[config.mk]
export PLATFORM = sky130hd
export DESIGN_NAME = fifo_sync_param_flat
export DESIGN_NICKNAME = d
export VERILOG_FILES = /design/src/rtl/fifo_pkg.sv /design/src/rtl/fifo_sync_param_if.sv /design/src/rtl/fifo_mem.sv /design/src/rtl/fifo_sync_param.sv /design/src/flat_wrapper.sv
export SDC_FILE = /design/constraint.sdc
export NUM_CORES = 2
export LEC_CHECK = 0
export CAP_MARGIN = 20
export CORE_MARGIN = 4
export CORE_UTILIZATION = 40
export CTS_CLUSTER_DIAMETER = 100
export DETAILED_ROUTE_END_ITERATION = 10
export DONT_BUFFER_PORTS = 1
export GPL_TIMING_DRIVEN = 0
export PLACE_DENSITY_LB_ADDON = 0.25
export SLEW_MARGIN = 30
export SYNTH_ARGS = -nofsm -noshare
export SYNTH_HDL_FRONTEND = slang
export SYNTH_SLANG_ARGS = --single-unit
[constraint.sdc]
create_clock -name clk -period 15.7 [get_ports clk]
set_clock_uncertainty 0.15 [all_clocks]
set_input_delay 1.57 -clock clk [delete_from_list [all_inputs] [get_ports clk]]
set_output_delay 1.57 -clock clk [all_outputs]
set_load 0.05 [all_outputs]
[src/rtl/fifo_pkg.sv]
// Shared types and elaboration helpers for the parametrised synchronous FIFO.
package fifo_pkg;

   typedef enum logic {
      FIFO_STD,
      FIFO_FWFT
   } fifo_mode_e;

   localparam int FIFO_MIN_DEPTH = 4;

   function automatic bit is_pow2(input int n);
      return (n > 0) && ((n & (n - 1)) == 0);
   endfunction

endpackage

[src/rtl/fifo_sync_param_if.sv]
// Producer/consumer port bundle of fifo_sync_param; the FIFO sits on the slave modport.
interface fifo_sync_param_if #(
   parameter int DATA_W = 128,
   parameter int AW     = 4
);
   // Handshake: a write is taken on a rising edge when i_wren=1 and o_full=0; a read is
   // taken when i_rden=1 and o_empty=0. Requests against a blocking flag are dropped
   // and latched in the sticky error flags.
   logic              i_wren;
   logic [DATA_W-1:0] i_wrdata;
   logic              i_rden;
   logic [AW:0]       i_alm_full_thr;
   logic [AW:0]       i_alm_empty_thr;
   logic              i_clr_err;
   logic [DATA_W-1:0] o_rddata;
   logic              o_full;
   logic              o_alm_full;
   logic              o_empty;
   logic              o_alm_empty;
   logic [AW:0]       o_count;
   logic              o_overflow;
   logic              o_underflow;

   modport master (
      output i_wren, i_wrdata, i_rden, i_alm_full_thr, i_alm_empty_thr, i_clr_err,
      input  o_rddata, o_full, o_alm_full, o_empty, o_alm_empty, o_count,
             o_overflow, o_underflow
   );

   modport slave (
      input  i_wren, i_wrdata, i_rden, i_alm_full_thr, i_alm_empty_thr, i_clr_err,
      output o_rddata, o_full, o_alm_full, o_empty, o_alm_empty, o_count,
             o_overflow, o_underflow
   );

endinterface

[src/rtl/fifo_mem.sv]
// Simple dual-port flop array: synchronous write port, asynchronous read port.
module fifo_mem #(
   parameter int DATA_W = 128,
   parameter int DEPTH  = 16,
   parameter int AW     = $clog2(DEPTH)
) (
   input  logic              clk,
   input  logic              i_wen,
   input  logic [AW-1:0]     i_waddr,
   input  logic [DATA_W-1:0] i_wdata,
   input  logic [AW-1:0]     i_raddr,
   output logic [DATA_W-1:0] o_rdata
);

   // Contents are intentionally left unreset; the count keeps stale words invisible.
   logic [DATA_W-1:0] r_mem [DEPTH];

   always_ff @(posedge clk) begin
      if (i_wen) begin
         r_mem[i_waddr] <= i_wdata;
      end
   end

   assign o_rdata = r_mem[i_raddr];

endmodule

[src/rtl/fifo_sync_param.sv]
// Parametrised single-clock FIFO with STD/FWFT read modes, programmable thresholds,
// fill count and sticky overflow/underflow flags.
module fifo_sync_param
   import fifo_pkg::*;
#(
   parameter int         DATA_W = 128,
   parameter int         DEPTH  = 16,
   parameter fifo_mode_e MODE   = FIFO_STD,
   parameter int         AW     = $clog2(DEPTH)
) (
   input  logic             clk,
   input  logic             rst,
   fifo_sync_param_if.slave bus
);

   localparam logic [AW:0] LP_DEPTH = (AW + 1)'(DEPTH);

   if (!is_pow2(DEPTH) || DEPTH < FIFO_MIN_DEPTH) begin : g_bad_depth
      $error("fifo_sync_param: DEPTH must be a power of two and at least FIFO_MIN_DEPTH");
   end

   logic [AW-1:0]     r_wr_ptr;
   logic [AW-1:0]     r_rd_ptr;
   logic [AW:0]       r_count;
   logic              r_overflow;
   logic              r_underflow;
   logic              w_full;
   logic              w_empty;
   logic              w_wr_acc;
   logic              w_rd_acc;
   logic [DATA_W-1:0] w_mem_rdata;

   // Flags come from the count register alone, so no request input reaches them.
   assign w_full   = (r_count == LP_DEPTH);
   assign w_empty  = (r_count == '0);
   assign w_wr_acc = bus.i_wren & ~w_full;
   assign w_rd_acc = bus.i_rden & ~w_empty;

   always_ff @(posedge clk or posedge rst) begin
      if (rst) begin
         r_wr_ptr <= '0;
         r_rd_ptr <= '0;
         r_count  <= '0;
      end else begin
         if (w_wr_acc) begin
            r_wr_ptr <= r_wr_ptr + AW'(1);
         end
         if (w_rd_acc) begin
            r_rd_ptr <= r_rd_ptr + AW'(1);
         end
         case ({w_wr_acc, w_rd_acc})
            2'b10:   r_count <= r_count + (AW + 1)'(1);
            2'b01:   r_count <= r_count - (AW + 1)'(1);
            default: r_count <= r_count;
         endcase
      end
   end

   // A new error event in the same cycle as i_clr_err keeps the flag set.
   always_ff @(posedge clk or posedge rst) begin
      if (rst) begin
         r_overflow  <= 1'b0;
         r_underflow <= 1'b0;
      end else begin
         if (bus.i_wren && w_full) begin
            r_overflow <= 1'b1;
         end else if (bus.i_clr_err) begin
            r_overflow <= 1'b0;
         end
         if (bus.i_rden && w_empty) begin
            r_underflow <= 1'b1;
         end else if (bus.i_clr_err) begin
            r_underflow <= 1'b0;
         end
      end
   end

   fifo_mem #(
      .DATA_W (DATA_W),
      .DEPTH  (DEPTH),
      .AW     (AW)
   ) u_mem (
      .clk     (clk),
      .i_wen   (w_wr_acc),
      .i_waddr (r_wr_ptr),
      .i_wdata (bus.i_wrdata),
      .i_raddr (r_rd_ptr),
      .o_rdata (w_mem_rdata)
   );

   if (MODE == FIFO_STD) begin : g_std
      logic [DATA_W-1:0] r_rddata;

      always_ff @(posedge clk or posedge rst) begin
         if (rst) begin
            r_rddata <= '0;
         end else if (w_rd_acc) begin
            r_rddata <= w_mem_rdata;
         end
      end

      assign bus.o_rddata = r_rddata;
   end else begin : g_fwft
      assign bus.o_rddata = w_mem_rdata;
   end

   assign bus.o_full      = w_full;
   assign bus.o_empty     = w_empty;
   assign bus.o_count     = r_count;
   assign bus.o_alm_full  = (r_count >= bus.i_alm_full_thr);
   assign bus.o_alm_empty = (r_count <= bus.i_alm_empty_thr);
   assign bus.o_overflow  = r_overflow;
   assign bus.o_underflow = r_underflow;

endmodule

[src/flat_wrapper.sv]
// flat-port wrapper written by rule: the top's interface ports become plain ports
module fifo_sync_param_flat import fifo_pkg::*;
#(
   parameter int         DATA_W = 128,
   parameter int         DEPTH  = 16,
   parameter fifo_mode_e MODE   = FIFO_STD,
   parameter int         AW     = $clog2(DEPTH)
)
  (clk, rst, bus_i_wren, bus_i_wrdata, bus_i_rden, bus_i_alm_full_thr, bus_i_alm_empty_thr, bus_i_clr_err, bus_o_rddata, bus_o_full, bus_o_alm_full, bus_o_empty, bus_o_alm_empty, bus_o_count, bus_o_overflow, bus_o_underflow);
  fifo_sync_param_if #(.DATA_W(DATA_W), .AW(AW)) bus_i ();
  input  logic clk;
  input  logic rst;
  input wire logic [$bits(bus_i.i_wren)-1:0] bus_i_wren;
  input wire logic [$bits(bus_i.i_wrdata)-1:0] bus_i_wrdata;
  input wire logic [$bits(bus_i.i_rden)-1:0] bus_i_rden;
  input wire logic [$bits(bus_i.i_alm_full_thr)-1:0] bus_i_alm_full_thr;
  input wire logic [$bits(bus_i.i_alm_empty_thr)-1:0] bus_i_alm_empty_thr;
  input wire logic [$bits(bus_i.i_clr_err)-1:0] bus_i_clr_err;
  output wire logic [$bits(bus_i.o_rddata)-1:0] bus_o_rddata;
  output wire logic [$bits(bus_i.o_full)-1:0] bus_o_full;
  output wire logic [$bits(bus_i.o_alm_full)-1:0] bus_o_alm_full;
  output wire logic [$bits(bus_i.o_empty)-1:0] bus_o_empty;
  output wire logic [$bits(bus_i.o_alm_empty)-1:0] bus_o_alm_empty;
  output wire logic [$bits(bus_i.o_count)-1:0] bus_o_count;
  output wire logic [$bits(bus_i.o_overflow)-1:0] bus_o_overflow;
  output wire logic [$bits(bus_i.o_underflow)-1:0] bus_o_underflow;
  assign bus_i.i_wren = bus_i_wren;
  assign bus_i.i_wrdata = bus_i_wrdata;
  assign bus_i.i_rden = bus_i_rden;
  assign bus_i.i_alm_full_thr = bus_i_alm_full_thr;
  assign bus_i.i_alm_empty_thr = bus_i_alm_empty_thr;
  assign bus_i.i_clr_err = bus_i_clr_err;
  assign bus_o_rddata = bus_i.o_rddata;
  assign bus_o_full = bus_i.o_full;
  assign bus_o_alm_full = bus_i.o_alm_full;
  assign bus_o_empty = bus_i.o_empty;
  assign bus_o_alm_empty = bus_i.o_alm_empty;
  assign bus_o_count = bus_i.o_count;
  assign bus_o_overflow = bus_i.o_overflow;
  assign bus_o_underflow = bus_i.o_underflow;
  fifo_sync_param #(.DATA_W(DATA_W), .DEPTH(DEPTH), .MODE(MODE), .AW(AW)) u_core (.clk(clk), .rst(rst), .bus(bus_i));
endmodule
# After elaboration in Yosys (flattened, before gate mapping)

Memories as Yosys holds them, arrays and structs flattened. A register that Yosys moved wholly into a read port is not among the register bits.
Cells that the tools add are included.

Add/subtract/negate cells: 4
$mul: 0
Div/mod/pow operators: 0
$lt $le $gt $ge: 2
Equal/unequal tests: 3
Shift-type cells: 0
Mux-type cells: 6
Bitwise operators: 4
Reduce and logical (&&, ||, !) cells: 6

Operators with widths:

| cell                                              | count |
|---|---|
| case mux 5 bit (2 select lines)                   | 1 |
| adder 4 x 1 -> 4 bit (second input constant)      | 2 |
| nonzero test 2 bit                                | 3 |
| adder 5 x 1 -> 5 bit (second input constant)      | 1 |
| == test 5 bit (second input constant)             | 1 |
| greater-or-equal comparator 5 bit                 | 1 |
| <= comparator 5 bit                               | 1 |
| logical NOT 5 bit                                 | 1 |
| 2-to-1 mux 1 bit                                  | 5 |
| subtractor 5 x 1 -> 5 bit (second input constant) | 1 |
| AND 1 bit                                         | 2 |
| == test 2 x 1 -> 1 bit (second input constant)    | 1 |
| == test 2 bit (second input constant)             | 1 |
| logical AND 1 bit                                 | 2 |
| NOT 1 bit                                         | 2 |

Register bits: 15
Bits in latches: 0
Bits in writable memories: 2048
Bits in read-only memories: 0
Input port bits: 143
Output and inout port bits: 139
Word-level logic and storage cells: 31
Memories: 1

Memory list:

| name               | words | bits a word | rd ports | clocked after memory_dff | wr ports | line           | text |
|---|---|---|---|---|---|---|---|
| u_core.u_mem.r_mem | 16    | 128         | 1        | 1                        | 1        | fifo_mem.sv:16 | `logic [DATA_W-1:0] r_mem [DEPTH];` |

# Logic depth before layout (Yosys ltp)

Depth after elaboration: 5
Gate-level depth with buffers: 15
Gate-level depth less buffers: 11

# By module

A second synthesis with hierarchy kept.

Cells, all modules: 3608
Area total of the unflattened synthesis: 82741.9 sq um

By module, submodules not included:

| module          | times used | cells an instance | area each (sq um) |
|---|---|---|---|
| fifo_mem        | 1          | 3229              | 76882.5 |
| fifo_sync_param | 1          | 379               | 5859.4 |

# Worst setup path before layout

Ideal clock, no wire load.

Kind: input-to-reg
Start: in bus_i_wren
End: mem u_core.u_mem.r_mem[3][0] (enable)
Arrival: 10.756 ns
Path slack: 4.023 ns
Stages on the path: 4
Path through: and2_1 > clkbuf_1 > nand2_1 > nor3_1

Longest elaborated chain between the ends: 3

RTL lines:

| item                                   | line                  | text |
|---|---|---|
| from (decl)                            | flat_wrapper.sv:13    | `input wire logic [$bits(bus_i.i_wren)-1:0] bus_i_wren;` |
| AND 1 bit                              | fifo_sync_param.sv:36 | `assign w_wr_acc = bus.i_wren & ~w_full;` |
| 2-to-1 mux 1 bit                       | fifo_mem.sv:19        | `if (i_wen) begin` |
| 2-to-1 mux 1 bit (not written as such) | fifo_mem.sv:20        | `r_mem[i_waddr] <= i_wdata;` |
| to (decl)                              | fifo_mem.sv:16        |  |

No other way between the ends.

# Worst setup path after layout

Start: reg u_core.r_count[0], in the netlist u_core.bus.o_count[0]
End: out bus_o_alm_full

Longest elaborated chain between the ends: 1

RTL lines:

| item                              | line                   | text |
|---|---|---|
| from (decl)                       | fifo_sync_param.sv:24  | `logic [AW:0] r_count;` |
| from (signal assigned)            | fifo_sync_param.sv:52  | `2'b10: r_count <= r_count + (AW + 1)'(1);` |
| from (signal assigned)            | fifo_sync_param.sv:53  | `2'b01: r_count <= r_count - (AW + 1)'(1);` |
| from (signal assigned)            | fifo_sync_param.sv:54  | `default: r_count <= r_count;` |
| greater-or-equal comparator 5 bit | fifo_sync_param.sv:110 | `assign bus.o_alm_full = (r_count >= bus.i_alm_full_thr);` |
| to (decl)                         | flat_wrapper.sv:21     | `output wire logic [$bits(bus_i.o_alm_full)-1:0] bus_o_alm_full;` |

No other way between the ends.

==> impl_metrics.yaml <==
placed_design:
  dpl_cell_area_um2: 90200
  place_ws_ps: 10680
  globalplace.congestion: 0.694
  port_buffers: 0
  place_hpwl_um: 144000
global_routing:
  grt_pass1_vias: 40300
  antenna_found_initial: 4
  grt_max_degree: 60
  use_met1_pct: 27.4
  top_usage_layer: "met2"
  overflow: 0
  grt_pass1_wl_um: 305000
  track_usage_pct: 20.2
  grt_util_met2_pct: 32.1
  grt_util_met3_pct: 6.16
floorplanning:
  die_area_um2: 214000
  die_w_um: 462
  dieHeight_um: 462
  rows: 166
  initial_utilization_pct: 40.3
  core-area_um2: 205000
  ioPinCount: 282
timing:
  fin_crit_sh_pct: 30.4
  fin_crit_ps: 4770
  slew_headroom_pct: 33.8
  finalHoldViolations: 0
  worst_slack_ps: 10930
  rsz0062_at_grt: "no"
  drv_slew: 0
  tns_ps: 0
  worst_pin_slew_ps: 994
  setup_viol: 0
  fmax_mhz: 210
route:
  routed_wl_um: 215000
  drt_drc_violations_left: 0
  wire_per_inst_um: 31.2
  antenna_left: 0
  avgViaCountPerCell: 5.62
  routed-via-count: 38700
  drt-pass1-iter-count: 7
  drtIter0Drc: 3519
clocking:
  clk_path_buf_depth: 3
  cts_root_buffer: "clkbuf_16"
  hold_buffers: 0
  cts_buffers: 220
  clk-insertion-delay-late_ps: 880
  htreeDepth: 4
  cts_resized: 0
  cts_tree: "done"
  clk_pin_slew_ps: 60
  cts_setup_buffers: 0
  cts_sinks: 2191
critical_path:
  cp_cell_sequence: "inv_1 -> ha_1 -> nand2b_1 -> a21oi_1 -> nor2b_1 -> o21ai_0 -> a21oi_2"
  cpPeakStageDelay_ps: 790
  critPathLaunchType: "flip-flop"
  criticalPathCategory: "reg2out"
  crit_fanout: 6
  cp_data_required_time_ps: 13980
  end_kind: "primary output"
  cpMaxStageDelayCell: "dfrtp_1"
  cp_data_arrival_time_ps: 3050
finish:
  design_area_um2: 97600
  drive_above_1_share_pct: 31.3
  layout.nets: 4160
  syn_to_final_growth_pct: 18.3
flow_run:
  drv_cap: 0
power_and_ir_drop:
  p_leak_nw: 31.4
  ir_drop_uv: 131
  pwr_density_cell_nw_per_um2: 185
synthesis:
  synth-seq-area-share_pct: 78.9
  netlist_area_um2: 82500
  syn-mean-instance-area_um2: 23.3
  ys_ff_latch: 2191
  synthCells: 3539
  yosysUniqueCellTypes: 41
  synth_nets: 3701
  synth_warnings: 0
status:
  outcome: "complete, no violations"
worst_hold_path:
  hold_class: "in2async"
## area by class of cell
class,count,area (um2)
diodes,2,5.00
clock inverters,108,1280
flip-flops and latches,2191,65100
fillers,16600,107000
clock buffers,308,6050
well taps,2688,3360
repair buffers,237,4250
multi-input cells,1130,16400
plain buffers,200,1070
inverters,18,77.6
## flip-flops by register name, indices dropped and copies added (netlist names)
register and count:
u_core.r_rd_ptr 4, u_core.u_mem.r_mem 2048, u_core.bus.o_underflow 1, u_core.r_wr_ptr 4, u_core.bus.o_count 5, u_core.bus.o_overflow 1
u_core.bus.o_rddata 128
## metal layers
metal	vias to the layer above	share of wire, %
met4	2	2.2
li1	16000	-
met2	1334	48
met5	-	0.0061
met1	21100	41
met3	258	8.6
## path summary, 6_finish.rpt
kind / start / endpoint / slack (ps) / depth (start not counted)
setup reg to reg: u_core.bus.o_count[2] / u_core.bus.o_count[4] / 10960 / 15
min in group clk: u_core.r_rd_ptr[1] / u_core.r_rd_ptr[1] / 460 / 3
max in group asynchronous: rst / u_core.bus.o_rddata[85] / 14060 / 3
hold / removal: rst / u_core.bus.o_overflow / 310 / 1
hold reg to reg: u_core.r_rd_ptr[1] / u_core.r_rd_ptr[1] / 460 / 3
setup / recovery: u_core.bus.o_count[0] / bus_o_alm_full / 10930 / 7
## report_power, final
part,switching [W],internal (W),leakage [nW]
clock,0.00227,0.00302,3.56
sequential,0.000962,0.00710,20.2
combinational,0.00257,0.00217,7.67
## metrics by stage
step | utilization, % | std cells | total power [W] | hold WS (ps)
after floorplan | - | 3539 | 0.0112 | 393
after global placement | 41.9 | 6227 | 0.0130 | 442
after detailed placement | 44.1 | 6464 | 0.0130 | 436
after CTS | 47.6 | 6880 | 0.0183 | 252
after global routing | 47.7 | 6881 | 0.0188 | 273
final | 47.7 | 6882 | 0.0181 | 313
## Yosys cell counts (all sizes together)
master,instances,area (um2)
inv,18,70.1
a21o,1,7.51
a22oi,1,7.51
mux2,74,833
o31ai,1,7.51
nand4,2,12.5
nand2b,8,57.6
nor4,1,21.3
ha,19,238
a21oi,77,423
mux4,512,11500
o221ai,55,482
edfxtp,2048,61500
clkbuf,63,236
nor3,4,20.0
or2,1,6.26
nor2b,2,12.5
o22ai,148,988
o21ai,5,25.0
o211a,1,10.0
nand2,73,282
nand3,1,5.00
xnor2,7,61.3
o21a,3,22.5
a22o,2,17.5
buf,137,823
dfrtp,143,3580
mux2i,110,1100
nor2,15,56.3
xor2,4,35.0
a31oi,1,6.26
and2,2,15.0
## worst max-delay path, delay by kind of cell, from the launching register on
kind | cells | cell delay (ps)
buffers and inverters | 1 | 160
adders and majority gates | 1 | 310
AOI/OAI and AO/OA | 3 | 720
DFF | 1 | 790
and+or+nand+nor | 2 | 200
## kinds of logic after synthesis
group                      share of synthesized area (%)
AOI/OAI and AO/OA                                   2.42
xor gates and xnor gates                           0.117
adders and majority gates                          0.288
buffers and inverters                               1.37
DFF                                                 78.9
muxes                                               16.3
and+or+nand+nor                                    0.592
## cells in the final DEF (no fill, tap or decap), drive strengths merged, types with 23 or more instances in the layout
| cell | Yosys | final |
|---|---|---|
| a21oi | 77 | 77 |
| buf | 137 | 374 |
| clkbuf | 63 | 371 |
| clkinv | 0 | 79 |
| dfrtp | 143 | 143 |
| edfxtp | 2048 | 2048 |
| inv | 18 | 23 |
| mux2 | 74 | 74 |
| mux2i | 110 | 110 |
| mux4 | 512 | 512 |
| nand2 | 73 | 73 |
| o221ai | 55 | 55 |
| o22ai | 148 | 148 |
(Power assumes the default switching activity.)
